[src/rtl/score_disp_pkg.sv]
// Shared constants for the scoreboard seven-segment scan driver:
// active-low glyphs, anode patterns, glyph ROM codes and winner codes.
package score_disp_pkg;

    localparam logic [6:0] GLYPH_0     = 7'b1000000;
    localparam logic [6:0] GLYPH_1     = 7'b1111001;
    localparam logic [6:0] GLYPH_2     = 7'b0100100;
    localparam logic [6:0] GLYPH_3     = 7'b0110000;
    localparam logic [6:0] GLYPH_4     = 7'b0011001;
    localparam logic [6:0] GLYPH_5     = 7'b0010010;
    localparam logic [6:0] GLYPH_6     = 7'b0000010;
    localparam logic [6:0] GLYPH_7     = 7'b1111000;
    localparam logic [6:0] GLYPH_DASH  = 7'b0111111;
    localparam logic [6:0] GLYPH_P     = 7'b0001100;
    localparam logic [6:0] GLYPH_BLANK = 7'b1111111;

    localparam logic [3:0] CODE_DASH  = 4'd8;
    localparam logic [3:0] CODE_P     = 4'd9;
    localparam logic [3:0] CODE_BLANK = 4'd15;

    localparam logic [3:0] AN_D0  = 4'b1110;
    localparam logic [3:0] AN_D1  = 4'b1101;
    localparam logic [3:0] AN_D2  = 4'b1011;
    localparam logic [3:0] AN_D3  = 4'b0111;
    localparam logic [3:0] AN_OFF = 4'b1111;

    typedef enum logic [1:0] {
        WIN_NONE = 2'b00,
        WIN_P1   = 2'b01,
        WIN_P2   = 2'b10
    } winner_e;

endpackage

[src/rtl/score_scan_display_if.sv]
// Bundle between the game logic (master: drives scores) and the
// scan driver (slave: drives the display and winner flag).
interface score_scan_display_if;
    logic [2:0] score1;
    logic [2:0] score2;
    logic [6:0] seg;
    logic [3:0] an;
    logic [1:0] winner;

    modport master (output score1, output score2, input seg, input an, input winner);
    modport slave  (input score1, input score2, output seg, output an, output winner);
endinterface

[src/rtl/seg7_glyph_rom.sv]
// Combinational glyph ROM: 4-bit code to active-low {g..a}.
// Codes 0-7 are digits, 8 is a dash, 9 is 'P', anything else is blank.
module seg7_glyph_rom
    import score_disp_pkg::*;
(
    input  logic [3:0] i_code,
    output logic [6:0] o_seg
);

    always_comb begin
        o_seg = GLYPH_BLANK;
        case (i_code)
            4'd0:      o_seg = GLYPH_0;
            4'd1:      o_seg = GLYPH_1;
            4'd2:      o_seg = GLYPH_2;
            4'd3:      o_seg = GLYPH_3;
            4'd4:      o_seg = GLYPH_4;
            4'd5:      o_seg = GLYPH_5;
            4'd6:      o_seg = GLYPH_6;
            4'd7:      o_seg = GLYPH_7;
            CODE_DASH: o_seg = GLYPH_DASH;
            CODE_P:    o_seg = GLYPH_P;
            default:   o_seg = GLYPH_BLANK;
        endcase
    end

endmodule

[src/rtl/score_scan_display.sv]
// Four-digit scan driver for the scoreboard: frame-sampled scores, blink on
// every score change and a sticky winner banner, one digit per myClk cycle.
module score_scan_display
    import score_disp_pkg::*;
#(
    parameter int WIN_SCORE    = 5,
    parameter int BLINK_FRAMES = 32,
    parameter int BLINK_SHIFT  = 2
) (
    input logic                  myClk,
    input logic                  reset,
    score_scan_display_if.slave  disp
);

    localparam int         BW      = $clog2(BLINK_FRAMES + 1);
    localparam logic       WIN_EN  = (WIN_SCORE <= 7);
    localparam logic [2:0] WIN_THR = WIN_EN ? 3'(WIN_SCORE) : 3'd7;

    logic [1:0]    r_scanIdx;
    logic [2:0]    r_sh1, r_sh2;
    logic [BW-1:0] r_blink1, r_blink2;
    winner_e       r_winner;
    logic [6:0]    r_seg;
    logic [3:0]    r_an;

    logic          w_sample;
    logic [BW-1:0] w_blink1Next, w_blink2Next;
    winner_e       w_winnerNext;
    logic          w_blank1, w_blank2;
    logic [3:0]    w_code, w_an;
    logic [6:0]    w_glyph;

    assign w_sample = (r_scanIdx == 2'd3);

    // Frame-sample results; only committed on the idx3 edge. A change reloads
    // the blink counter even on the edge it would otherwise expire.
    always_comb begin
        w_blink1Next = r_blink1;
        w_blink2Next = r_blink2;
        w_winnerNext = r_winner;
        if (disp.score1 != r_sh1)
            w_blink1Next = BW'(BLINK_FRAMES);
        else if (r_blink1 != '0)
            w_blink1Next = r_blink1 - BW'(1);
        if (disp.score2 != r_sh2)
            w_blink2Next = BW'(BLINK_FRAMES);
        else if (r_blink2 != '0)
            w_blink2Next = r_blink2 - BW'(1);
        if (r_winner == WIN_NONE) begin
            if (WIN_EN && (disp.score1 >= WIN_THR))
                w_winnerNext = WIN_P1;
            else if (WIN_EN && (disp.score2 >= WIN_THR))
                w_winnerNext = WIN_P2;
        end
    end

    // Digit 3 is driven on the sampling edge itself, so it shows the score
    // being captured on that edge together with its updated blink state.
    assign w_blank1 = (w_blink1Next != '0) && w_blink1Next[BLINK_SHIFT];
    assign w_blank2 = (r_blink2 != '0) && r_blink2[BLINK_SHIFT];

    always_comb begin
        w_an   = AN_OFF;
        w_code = CODE_BLANK;
        case (r_scanIdx)
            2'd0: begin
                w_an   = AN_D0;
                w_code = w_blank2 ? CODE_BLANK : {1'b0, r_sh2};
            end
            2'd1: begin
                w_an   = AN_D1;
                w_code = (r_winner == WIN_NONE) ? CODE_DASH :
                         (r_winner == WIN_P1)   ? 4'd1 : 4'd2;
            end
            2'd2: begin
                w_an   = AN_D2;
                w_code = (r_winner == WIN_NONE) ? CODE_DASH : CODE_P;
            end
            default: begin
                w_an   = AN_D3;
                w_code = w_blank1 ? CODE_BLANK : {1'b0, disp.score1};
            end
        endcase
    end

    seg7_glyph_rom u_rom (
        .i_code (w_code),
        .o_seg  (w_glyph)
    );

    always_ff @(posedge myClk) begin
        if (reset) begin
            r_scanIdx <= 2'd0;
            r_an      <= AN_OFF;
            r_seg     <= GLYPH_BLANK;
            r_winner  <= WIN_NONE;
            r_sh1     <= 3'd0;
            r_sh2     <= 3'd0;
            r_blink1  <= '0;
            r_blink2  <= '0;
        end else begin
            r_scanIdx <= r_scanIdx + 2'd1;
            r_an      <= w_an;
            r_seg     <= w_glyph;
            if (w_sample) begin
                r_sh1    <= disp.score1;
                r_sh2    <= disp.score2;
                r_blink1 <= w_blink1Next;
                r_blink2 <= w_blink2Next;
                r_winner <= w_winnerNext;
            end
        end
    end

    assign disp.seg    = r_seg;
    assign disp.an     = r_an;
    assign disp.winner = r_winner;

endmodule

[src/flat_wrapper.sv]
// flat-port wrapper written by rule: the top's interface ports become plain ports
module score_scan_display_flat import score_disp_pkg::*;
#(
    parameter int WIN_SCORE    = 5,
    parameter int BLINK_FRAMES = 32,
    parameter int BLINK_SHIFT  = 2
)
  (myClk, reset, disp_score1, disp_score2, disp_seg, disp_an, disp_winner);
  score_scan_display_if disp_i ();
  input logic myClk;
  input logic reset;
  input wire logic [$bits(disp_i.score1)-1:0] disp_score1;
  input wire logic [$bits(disp_i.score2)-1:0] disp_score2;
  output wire logic [$bits(disp_i.seg)-1:0] disp_seg;
  output wire logic [$bits(disp_i.an)-1:0] disp_an;
  output wire logic [$bits(disp_i.winner)-1:0] disp_winner;
  assign disp_i.score1 = disp_score1;
  assign disp_i.score2 = disp_score2;
  assign disp_seg = disp_i.seg;
  assign disp_an = disp_i.an;
  assign disp_winner = disp_i.winner;
  score_scan_display #(.WIN_SCORE(WIN_SCORE), .BLINK_FRAMES(BLINK_FRAMES), .BLINK_SHIFT(BLINK_SHIFT)) u_core (.myClk(myClk), .reset(reset), .disp(disp_i));
endmodule
[config.mk]
export PLATFORM = sky130hd
export DESIGN_NAME = score_scan_display_flat
export DESIGN_NICKNAME = d
export VERILOG_FILES = /design/src/rtl/score_disp_pkg.sv /design/src/rtl/score_scan_display_if.sv /design/src/rtl/seg7_glyph_rom.sv /design/src/rtl/score_scan_display.sv /design/src/flat_wrapper.sv
export SDC_FILE = /design/constraint.sdc
export NUM_CORES = 1
export LEC_CHECK = 0
export ABC_AREA = 1
export CORE_AREA = 2 2 71 73
export CTS_CLUSTER_DIAMETER = 30
export DETAILED_ROUTE_END_ITERATION = 8
export DIE_AREA = 0 0 73 75
export PLACE_DENSITY = 0.6
export SETUP_SLACK_MARGIN = 0.15
export SLEW_MARGIN = 20
export SYNTH_ARGS = -nofsm -noshare
export SYNTH_HDL_FRONTEND = slang
export SYNTH_SLANG_ARGS = --single-unit
[constraint.sdc]
create_clock -name myClk -period 2.8 [get_ports myClk]
set_input_delay 0.56 -clock myClk [delete_from_list [all_inputs] [get_ports myClk]]
set_output_delay 0.56 -clock myClk [all_outputs]
set_load 0.05 [all_outputs]
==> results.md, run 1 <==
- The core region area is 4660 um2.
- The critical-path maximum fanout is 5.
- The worst hold path class is reg2reg.
- For this block, the initial DRC count from the detailed router was 102.
- By startpoint and endpoint, the worst setup path is classified as in2reg.
- The critical path data arrival time is 2440 ps.
- The number of cells produced by synthesis is 240.
- After detailed routing, the average wire length per cell comes to 11.1 um.
- For this run, the slowest stage of the critical path takes 450 ps.
- The clock passes through at most 2 buffers.
- The total vias in the final route is 1511.
- The starting density of the core is 38.9%.
- The first global-routing pass estimated 5910 um of wire.
- In this run the static leakage power is 0.948 nW.
- The DRC violation count after routing is 0.
- Yosys mapped the design onto 32 distinct sky130hd cell types.
- The cell-internal power is 0.809 mW.
- The number of failing hold endpoints at the final stage is 0.
- Derived from the worst setup path, the maximum achievable clock frequency is 439 MHz.
- The via count of the first global-routing pass is 1302.
- The number of antenna repair diodes is 0.
- The level count of the clock H-tree is 2.
- Clock-pin slew was measured on the worst setup and hold paths at 70 ps.
- In this run the remaining antenna-violating nets after routing total 0.
- The flow ran to the end, and the final reports show no timing, DRC or antenna violations.
- In this run the core area contains 25 standard-cell rows.
- The first-pass detailed-route iteration total is 4.
- The standard cell with the maximum stage delay on the critical path is clkdlybuf4s50_1.
- The global placer's final weighted congestion is 0.799.
- The mean area per synthesized cell is 7.55 um2.
- For this run, the number of Yosys warnings is 0.
- The die is 75 um tall.
- The portion of the post-synthesis area used by sequential elements is 36.5%.
- Leaving out fill and tap cells, the most frequent cell in the layout is nand2_1.
- Counting I/O delays and the setup requirement, the final critical path takes 2280 ps.
- The synthesis-to-finish area growth is 18.9%.
- Measured against its own limit, the worst slew margin works out to 66.1%.
- The final number of setup-violating endpoints is 0.
- The root buffer cell chosen for the clock tree is clkbuf_8.
- The count of nets after finishing is 287.
- The sort of element at the start of the critical path is an input pin.
- Detailed placement ended at an HPWL of 2660 um.
- The number of antenna violations at the first check in global routing is 0.
- The data required time of the worst path is 2960 ps.
- The number of primary I/O pins is 21.
- The signal on the critical path passes through clkdlybuf4s50_1 > xnor2_1 > nand3_4 > nor2_2 > nand2_1 > nand2_1 > inv_1 > ha_1 > nand3_1 > nand3_1.
- The combinational share of power is 26.8%.
- The power per cell area is 552 nW/um2.
- The total overflow left after global routing is 0.
- The clock skew after layout is 4.76 ps.
- The total of buffers placed on input and output ports is 20.
- Cells with a size suffix above 1 make up 10.6% of the layout.
- The category of the worst setup path capture point is a register.
- Synthesis inferred 33 register bits.
- Max-cap violations in this run came to 0.
- The final critical path takes up 81.4% of the cycle.
- The die covers 5480 um2.
- The pin count of the biggest net entering global routing is 17.
- The worst-case IR drop observed on VDD is 0.314 mV.
- The post-placement cell count is 310.
- Net switching is 32.0% of the power.
- The die is 73 um wide.
- The clock tree from TritonCTS is yes.
- The max-slew violation count is 0.
- The average vias per placed instance is 4.77.
- The count of clock tree sinks is 33.
- TritonCTS created 5 clock buffers.
- In the layout the commonest cells are nand2_1 (57), dfxtp_1 (33), inv_1 (27).
- The cts-stage hold buffer count is 0.
- The finished layout holds 317 standard cells, fillers aside.
- The count of instances resized after the clock tree is built is 0.
- The global-route usage over all layers is 14.0%.
- The total setup buffers inserted after CTS is 0.
- The sequential cell fraction of total power is 43.7%.
- The routed design has 3530 um of wire.
- The final sum of negative setup slack is 0 ps.
- The source-to-sink clock delay at the later pin of the worst-skew pair is 270 ps.
- The synthesized net count is 264.
- The slew at the pin closest to its max-slew limit is 507 ps.
- The power spent charging and discharging nets is 0.381 mW.
- The cell area after synthesis is 1810 um2.
- In this run, the clock network consumes 29.5% of the power.
- Setup repair after global routing left no endpoint under its margin.
- The reg2reg setup slack is 690 ps.
## stage by stage
stage | cell area, um2 | total power [mW] | setup WS, ps | utilization [%] | hold WS (ps)
floorplan | 1810 | 0.761 | 840 | - | 442
global placement | 2070 | 0.850 | 294 | 44.4 | 454
detailed placement | 2070 | 0.850 | 240 | 44.4 | 463
CTS | 2150 | 1.21 | 516 | 46.2 | 472
global route | 2150 | 1.26 | 363 | 46.2 | 504
finish | 2150 | 1.19 | 521 | 46.2 | 473
## final timing paths
kind,cells after the start,to,from
hold reg to reg,2,u_core.r_blink2[0],u_core.r_blink2[0]
hold / removal,2,u_core.r_blink2[0],u_core.r_blink2[0]
setup / recovery,10,u_core.disp.seg[3],disp_score1[1]
setup reg to reg,11,u_core.disp.seg[3],u_core.r_blink1[0]
## state kept, by name, summed over array words and instances (netlist names)
| register | flops |
|---|---|
| u_core.r_blink1 | 6 |
| u_core.r_scanIdx | 2 |
| u_core.r_blink2 | 6 |
| u_core.r_sh1 | 3 |
| u_core.r_sh2 | 3 |
| u_core.disp.an | 4 |
| u_core.disp.winner | 2 |
| u_core.disp.seg | 7 |
## critical path: cells and delay by family
kind | cells | cell delay [ps]
xor+xnor | 1 | 250
buf+inv | 2 | 550
fa+ha+maj | 1 | 330
simple gates | 6 | 750
## final cells by class
cell class	instances	area, um2
tap	54	67.6
inverter	30	113
multi-input combinational	171	1010
clock buffer	7	86.3
fill	466	2510
sequential	33	661
timing repair buffer	22	215
## cell usage after synthesis (all sizes together)
cell type  count  area [um2]
a211oi         2        15.0
a21o           1        7.51
a21oi         18         101
a31oi          1        6.26
buf            1        7.51
clkbuf         5        18.8
dfxtp         33         661
ha            16         200
inv           30         113
nand2         63         257
nand3         16         103
nand4          1        6.26
nor2          25        98.8
nor3           2        15.0
o2111ai        1        8.76
o211ai         1        7.51
o21ai         12        75.1
o21bai         2        26.3
or2            1        6.26
xnor2          5        43.8
xor2           4        35.0
## cell families (layout without fill, tap and decap cells)
family | after synthesis | count (layout) | synth area share, %
AND/OR/NAND/NOR | 108 | 108 | 26.8
AO/OA/AOI/OAI | 38 | 38 | 13.7
buffers and inverters | 36 | 59 | 7.67
flip-flops | 33 | 33 | 36.5
adder cells (fa/ha/maj) | 16 | 16 | 11.0
XOR/XNOR | 9 | 9 | 4.35
## layer usage
| metal | part of all wire (%) | global-route usage, % | vias to the layer above |
|---|---|---|---|
| met1 | 49 | 19.3 | 671 |
| met2 | 44 | 21.7 | 35 |
| met5 | 0 | 0 | - |
| li1 | - | - | 803 |
| met4 | 0.93 | 3.70 | 0 |
| met3 | 5.4 | 3.75 | 2 |
## power by group through the flow
stage / logic [mW] / clock network [mW] / registers (mW)
detailed placement: 0.319 / 0 / 0.531
CTS: 0.320 / 0.365 / 0.520
global placement: 0.318 / 0 / 0.531
floorplan: 0.153 / 0 / 0.607
global route: 0.350 / 0.383 / 0.525
finish: 0.318 / 0.351 / 0.520
No activity file was read; power rests on OpenSTA's default activity.
==> run 2: changes to the inputs <==
==> constraint.sdc (replaced) <==
create_clock -name myClk -period 2.1 [get_ports myClk]
set_input_delay 0.42 -clock myClk [delete_from_list [all_inputs] [get_ports myClk]]
set_output_delay 0.42 -clock myClk [all_outputs]
set_load 0.05 [all_outputs]
==> run 2 against run 1 <==
  * Largest cell class unchanged
  * Via count rose by 3.2%
  * Highest routed layer unchanged
  * Design area rose by 7.7%
  * First-iteration DRC count fell by 12%
  * Critical path depth fell by 9
  * Power rose by 36%
  * Utilization rose by 3.5 points
  * Flip-flop and latch count did not move
  * Combinational power rose by 47%
  * Critical endpoint is now disp_winner[0]
  * Worst setup slack got worse by 320 ps
  * Global-route usage rose by 0.78 points
  * Largest power group unchanged
  * Sequential share of layout area fell by 1.8 points
  * Routed wire length rose by 11%
==> results.md, run 2 (synthesis results as in run 1) <==
- The number of antenna violations at the first check in global routing was 0.
- In the layout the commonest cells are nand2_1 (56), dfxtp_1 (30), nor2_1 (23).
- The clock tree from TritonCTS is yes.
- The global placer's final weighted congestion is 0.818.
- The count of clock tree sinks is 33.
- The standard cell with the maximum stage delay on the critical path is clkdlybuf4s50_1.
- Global routing consumed, over all layers together, 14.8% of the routing resources.
- Clock-pin slew was measured on the worst setup and hold paths at 70 ps.
- The first-pass detailed-route iteration total is 5.
- The cell family contributing the most delay on the critical path is buffers and inverters.
- Detailed routing inserted a total of 1560 vias.
- Together, buffers and inverters on the worst path number 1.
- The slew at the pin closest to its max-slew limit is 503 ps.
- Static timing analysis puts the maximum clock frequency at 527 MHz.
- After filler insertion, the fill cell instance count of the layout stands at 441.
- The number of failing hold endpoints at the final stage was 0.
- The post-detailed-routing wire length is 3910 um.
- Timing analysis after detailed placement gives a worst setup slack of -129 ps.
- The shortest clock period the worst path allows after layout is 1900 ps.
- The max-slew violation count is 0.
- Hold repair after CTS inserted 0 buffers.
- Traced cell by cell, the critical path runs through clkdlybuf4s50_1.
- The sum of routed wire segments on met1 is 1940 um.
- The post-route cell area is 2320 um2.
- The die covers 5480 um2.
- The sum of met2 wire segment lengths after detailed routing is 1770 um.
- Clock latency on the worst-skew pair, taken at its later pin, is 280 ps.
- In the final layout, the share of cells above drive strength 1 is 20.5%.
- The total of buffers placed on input and output ports is 20.
- The clock tree root buffer cell is clkbuf_8.
- The leakage power summed over all cells is 1.06 nW.
- The worst pin sits at a relative slew slack of 66.4%.
- The starting density of the core is 38.9%.
- The number of standard-cell rows in the floorplan is 25.
- The worst setup path is launched from a register.
- The DRC violation count after routing is 0.
- Setup slack on the critical path of the routed design comes to 203 ps.
- The final number of setup-violating endpoints is 0.
- STA classifies the critical path endpoint as a primary output.
- 21 I/O pins were placed.
- The average vias per placed instance is 4.70.
- In this design, the stage delay of the slowest critical-path cell is 820 ps.
- The region available for standard cell placement spans 4660 um2.
- The longest clock path from root to sink contains 2 buffers.
- The via count of the first global-routing pass is 1413.
- The number of flip-flops in the largest register is 7.
- Compared with the post-synthesis result, the final layout area differs by 28.0%.
- The estimated wirelength of the detail-placed design is 2780 um.
- The largest voltage drop on the vdd net is 0.432 mV.
- The first global-routing pass estimated 6200 um of wire.
- The H-tree was split into 2 levels.
- Once placement finished, the instance area stood at 2160 um2.
- Counting tap cells, the placed design contains a total of 322 instances.
- The total overflow left after global routing is 0.
- The tool flagged a number of max-cap violations equal to 0.
- The first routing iteration left 90 violations.
- Entering global routing, the biggest net connects 16 pins.
- The detailed route wirelength on metal3 is 144 um.
- The repair_antennas step left the layout with diodes totalling 0.
- The period utilization is 90.3%.
- The data required time of the worst path is 1680 ps.
- The die extent in y is 75 um.
- The width of the die is 73 um.
- The total clock buffers created by CTS is 5.
- The library cell used most frequently in the layout, excluding fill and tap cells, is nand2_1.
- Power spread over the standard cell area amounts to 700 nW/um2.
- The clock arrives with 6.86 ps of skew.
- Of all nets on the critical path, the largest fanout is 3.
- The filler-free cell count of the finished design is 332.
- The final sum of negative setup slack is 0 ps.
- The final layout contains 301 nets.
- The routed length per instance is 11.8 um.
- The antenna violation net count after detailed routing is 0.
- Setup repair after global routing left no endpoint under its margin.
- The kind of critical path is reg2out.
- The highest routed metal layer is met4.
- The critical path data arrival time is 1480 ps.
- The tightest min-delay check is of the reg2reg type.
- The flow ran to the end, and the final reports show no timing, DRC or antenna violations.
run 2: cell count changes in the layout (fill, tap and decap cells not counted), sizes merged:
| cell | before | now |
|---|---|---|
| buf | 2 | 16 |
| dlymetal6s2s | 0 | 4 |
| clkbuf | 7 | 8 |
| clkdlybuf4s50 | 20 | 16 |
run 2: final timing paths:
kind / from / slack [ps] / depth (start not counted) / end
worst min register to register: u_core.r_scanIdx[0] / 450 / 1 / u_core.r_scanIdx[0]
worst max register to register: u_core.r_scanIdx[1] / 280 / 14 / u_core.disp.seg[6]
worst min-delay path: u_core.r_scanIdx[0] / 450 / 1 / u_core.r_scanIdx[0]
worst max-delay path: u_core.disp.winner[0] / 200 / 1 / disp_winner[0]
run 2: cell type report:
class,count,area (um2),share of cell area (%)
multi-input combinational,171,1060,45.7
sequential,33,669,28.9
timing repair buffer,36,330,14.2
inverter,30,113,4.85
clock buffer,8,80.1,3.45
tap,54,67.6,2.91
run 2: metal layers:
| layer | up-vias | track usage (%) |
|---|---|---|
| met5 | - | 0 |
| met3 | 5 | 4.55 |
| met4 | 0 | 6.79 |
| met1 | 688 | 18.8 |
| met2 | 34 | 23.0 |
| li1 | 833 | - |
run 2: power by group:
| part | internal [mW] | switching (mW) |
|---|---|---|
| registers | 0.672 | 0.0226 |
| clock network | 0.235 | 0.225 |
| logic | 0.177 | 0.291 |
| total | 1.08 | 0.539 |
run 2: metrics by stage:
| stage | util [%] | power [mW] | hold slack, ps |
|---|---|---|---|
| global route | 49.8 | 1.71 | 462 |
| global placement | 46.3 | 1.15 | 457 |
| detailed placement | 46.3 | 1.15 | 463 |
| CTS | 48.2 | 1.62 | 460 |
| floorplan | - | 1.01 | 442 |
| finish | 49.8 | 1.62 | 453 |
run 2: what timing repair did:
action / 4_1_cts / 5_1_grt
setup buffers: 0 / 2
pin swaps: 0 / 3
setup endpoints to repair: 4 / 7
gates resized for setup: 3 / 22
endpoints found under the hold margin: 0 / 0
==> run 3: changes to the inputs <==
--- a/config.mk
+++ b/config.mk
@@ -5,11 +5,11 @@
 export SDC_FILE = /design/constraint.sdc
 export NUM_CORES = 1
 export LEC_CHECK = 0
-export ABC_AREA = 1
-export CORE_AREA = 2 2 71 73
-export CTS_CLUSTER_DIAMETER = 30
+export ABC_AREA = 0
+export CORE_AREA = 2 2 70 72
+export CTS_CLUSTER_DIAMETER = 120
 export DETAILED_ROUTE_END_ITERATION = 8
-export DIE_AREA = 0 0 73 75
+export DIE_AREA = 0 0 72 74
 export PLACE_DENSITY = 0.6
 export SETUP_SLACK_MARGIN = 0.15
 export SLEW_MARGIN = 20
==> run 3 against run 2 <==
  * Power is 5.9% higher
  * Clock power hardly changed
  * Largest power group unchanged
  * Register-to-register slack worse by 150 ps
  * Hold slack better by 33 ps
  * Sequential power hardly changed
  * Combinational power is 21% higher
  * Critical path depth is 9 higher
  * Area after synthesis is 1.5% lower
  * Utilization is 9.3 points higher
  * Synthesized cell count is 16% lower
  * Critical endpoint is now u_core.disp.seg[4]
  * Clock-buffer cell count stayed put
==> results.md, run 3 <==
- The source-to-sink clock delay at the later pin of the worst-skew pair is 280 ps.
- The first global-routing pass estimated 6490 um of wire.
- Clock tree synthesis inserted a total of 5 buffers.
- The final number of setup-violating endpoints is 0.
- At the worst endpoint, the required time is 2270 ps.
- The level count of the clock H-tree is 2.
- The worst hold path class is reg2reg.
- In this run the worst path has a maximum fanout of 4.
- The count of max-cap constraint violations is 0.
- Yosys printed 0 warnings.
- At the pin with the least slew margin, the transition time is 498 ps.
- Leaving out fill and tap cells, the most frequent cell in the layout is buf_4.
- The most common cell in the netlist is dfxtp_1.
- After filler insertion, the fill cell instance count of the layout stands at 390.
- Counting flops with a built-in enable in the synthesized netlist gives 0.
- Summed over all layers, the routed wires come to 4060 um.
- The sort of element at the start of the critical path is a register.
- The net count of the finished layout is 285.
- The via count of the first global-routing pass is 1466.
- For this run, the slowest stage of the critical path takes 360 ps.
- The initialized floorplan defines 25 standard-cell rows.
- The synthesized net count is 226.
- The HPWL after detailed placement is 2740 um.
- In this run, placement finished with an instance count of 291.
- The critical path data arrival time is 2140 ps.
- The overall overflow remaining after global route is 0.
- CTS placed an instance of clkbuf_8 at the clock tree root.
- The core region area is 4600 um2.
- The relative slew slack is 66.7%.
- After synthesis, the most frequently instantiated cells are dfxtp_1 (33), nor2_1 (22), nand2_1 (18).
- The run finished with clean final reports.
- In the synthesized netlist, the number of instances is 202.
- Static timing analysis puts the maximum clock frequency at 507 MHz.
- For this run, the number of standard cells in the final layout without fillers is 316.
- Across the VDD grid, the largest voltage drop is 0.368 mV.
- Power spread over the standard cell area amounts to 633 nW/um2.
- The post-synthesis cell type count is 45.
- Across all setup checks in the final design, the least slack found is 129 ps.
- The signal on the critical path passes through inv_2 > ha_4 > xnor2_4 > a211oi_4 > a21oi_4 > inv_2 > ha_4 > nand2_4 > o211a_1 > or3_1.
- The most common flop cell mapped by yosys is dfxtp_1.
- The maximum root-to-sink buffer count is 2.
- The cts-stage hold buffer count is 0.
- The portion of the post-synthesis area used by sequential elements is 37.0%.
- After synthesis, the cell types taking the most area are dfxtp_1 (37%), ha_1 (11%), nor2_1 (4.6%).
- The placed instances occupy a cell area of 2260 um2.
- The shortest clock period the worst path allows after layout is 1970 ps.
- The number of failing hold endpoints at the final stage was 0.
- The register with the most flip-flops in the layout has 7 of them.
- Routability-driven placement finished with a final weighted congestion of 0.851.
- The width of the die is 72 um.
- For this run, asynchronously set or reset flops after synthesis account for 0%.
- The finished cells cover 2720 um2.
- Counting flops and latches in the post-synthesis netlist gives 33.
- Global routing used 15.7% of the available tracks across all layers.
- In this run the cell area of the synthesized design comes to 1780 um2.
- The number of antenna violations at the first check in global routing is 0.
- The clock skew after layout is 4.46 ps.
- The final sum of negative setup slack is 0 ps.
- The total die area is 5330 um2.
- The antenna violation net count after detailed routing is 0.
- The fraction of post-synthesis cell area in the top cell type by area is 37.0%.
- The tree built by TritonCTS fans out to 33 sinks.
- The setup path with the least slack is of type reg2reg.
- The reg2reg setup slack is 130 ps.
- The max-slew violation count is 0.
- Cells fill 59.1% of the core in the end.
- The area growth from synthesis to layout is 52.2%.
- After synthesis, the mean cell area works out to 8.83 um2.
- The synthesized design spends more area on one cell type than any other, namely dfxtp_1.
- The fraction of layout cells with a size suffix above 1 is 35.1%.
- Dividing the detail-routed via count by the number of cells gives 5.01.
- The initial DRC count is 52.
- The first-pass detailed-route iteration total is 4.
- The setup slack at placement is -438 ps.
- The die extent in y is 74 um.
- The routed layout has 1582 vias.
- The category of the worst setup path capture point is a register.
- Of the available clock period, the critical path in the final layout requires 93.8%.
- The clock slew seen by the registers of the worst setup and hold paths is 70 ps.
- Entering global routing, the biggest net connects 15 pins.
- The number of antenna diodes in the final layout is 0.
- The clock tree from TritonCTS is yes.
- The total of buffers placed on input and output ports is 20.
- Setup repair after global routing could not meet its margin everywhere.
- The standard cell with the maximum stage delay on the critical path is dfxtp_2.
- The leakage power summed over all cells is 1.10 nW.
- The DRC violation count after routing is 0.
- 21 I/O pins were placed.
- Leaving out fill and tap cells, the most frequent cells in the layout are buf_4 (32), dfxtp_1 (27), nor2_1 (22).
- In the final routed layout, each cell accounts on average for 12.9 um.
- The starting density of the core is 38.8%.
[run 3: path summary, 6_finish.rpt]
kind	startpoint	to	depth (start not counted)
setup / recovery	u_core.r_blink1[0]	u_core.disp.seg[4]	10
hold / removal	u_core.r_blink2[5]	u_core.r_blink2[5]	2
hold reg to reg	u_core.r_blink2[5]	u_core.r_blink2[5]	2
setup reg to reg	u_core.r_blink1[0]	u_core.disp.seg[4]	10
[run 3: metal layers]
layer / share of wire (%) / vias up / GRT usage (%) / wire length, um
met4: 1.8 / 0 / 6.29 / 74
li1: - / 814 / - / -
met3: 4.1 / 5 / 4.07 / 167
met1: 46 / 719 / 19.6 / 1890
met5: 0 / - / 0 / 0
met2: 48 / 44 / 26.0 / 1940
[run 3: final cells by class]
cell class	count	area (um2)	share of cell area, %
inverters	11	58.8	2.16
repair buffers	58	504	18.6
flip-flops and latches	33	676	24.9
multi-input cells	152	1330	49.0
clock buffers	8	80.1	2.95
well taps	54	67.6	2.49
[run 3: timing repair]
action	CTS	global route
buffers inserted	6	11
hold endpoints to repair	0	0
gates resized for setup	24	33
setup endpoints to repair	7	6
gates cloned	0	0
pin swaps	11	18
[run 3: critical path, delay by kind of cell (launching register included)]
kind / cells / cell delay (ps)
flops: 1 / 360
xor+xnor: 1 / 140
fa+ha+maj: 2 / 350
simple gates: 2 / 340
buf+inv: 2 / 180
compound gates: 3 / 510
[run 3: cell families after synthesis]
kind of cell	after synthesis	synth area share, %
fa+ha+maj	16	11.2
simple gates	67	19.4
compound gates	52	19.8
flops	33	37.0
buf+inv	17	3.65
mux	7	3.93
xor+xnor	10	4.91
[run 3: per-stage QoR]
| stage | power, mW | hold WS [ps] |
|---|---|---|
| global placement | 1.16 | 464 |
| CTS | 1.65 | 488 |
| detailed placement | 1.16 | 471 |
| floorplan | 1.00 | 452 |
| global route | 1.82 | 499 |
| finish | 1.72 | 486 |
[run 3: where the power goes]
part | total [mW] | switching (mW) | internal [mW]
sequential | 0.694 | 0.0269 | 0.667
clock | 0.458 | 0.223 | 0.235
combinational | 0.567 | 0.305 | 0.262
total | 1.72 | 0.555 | 1.16
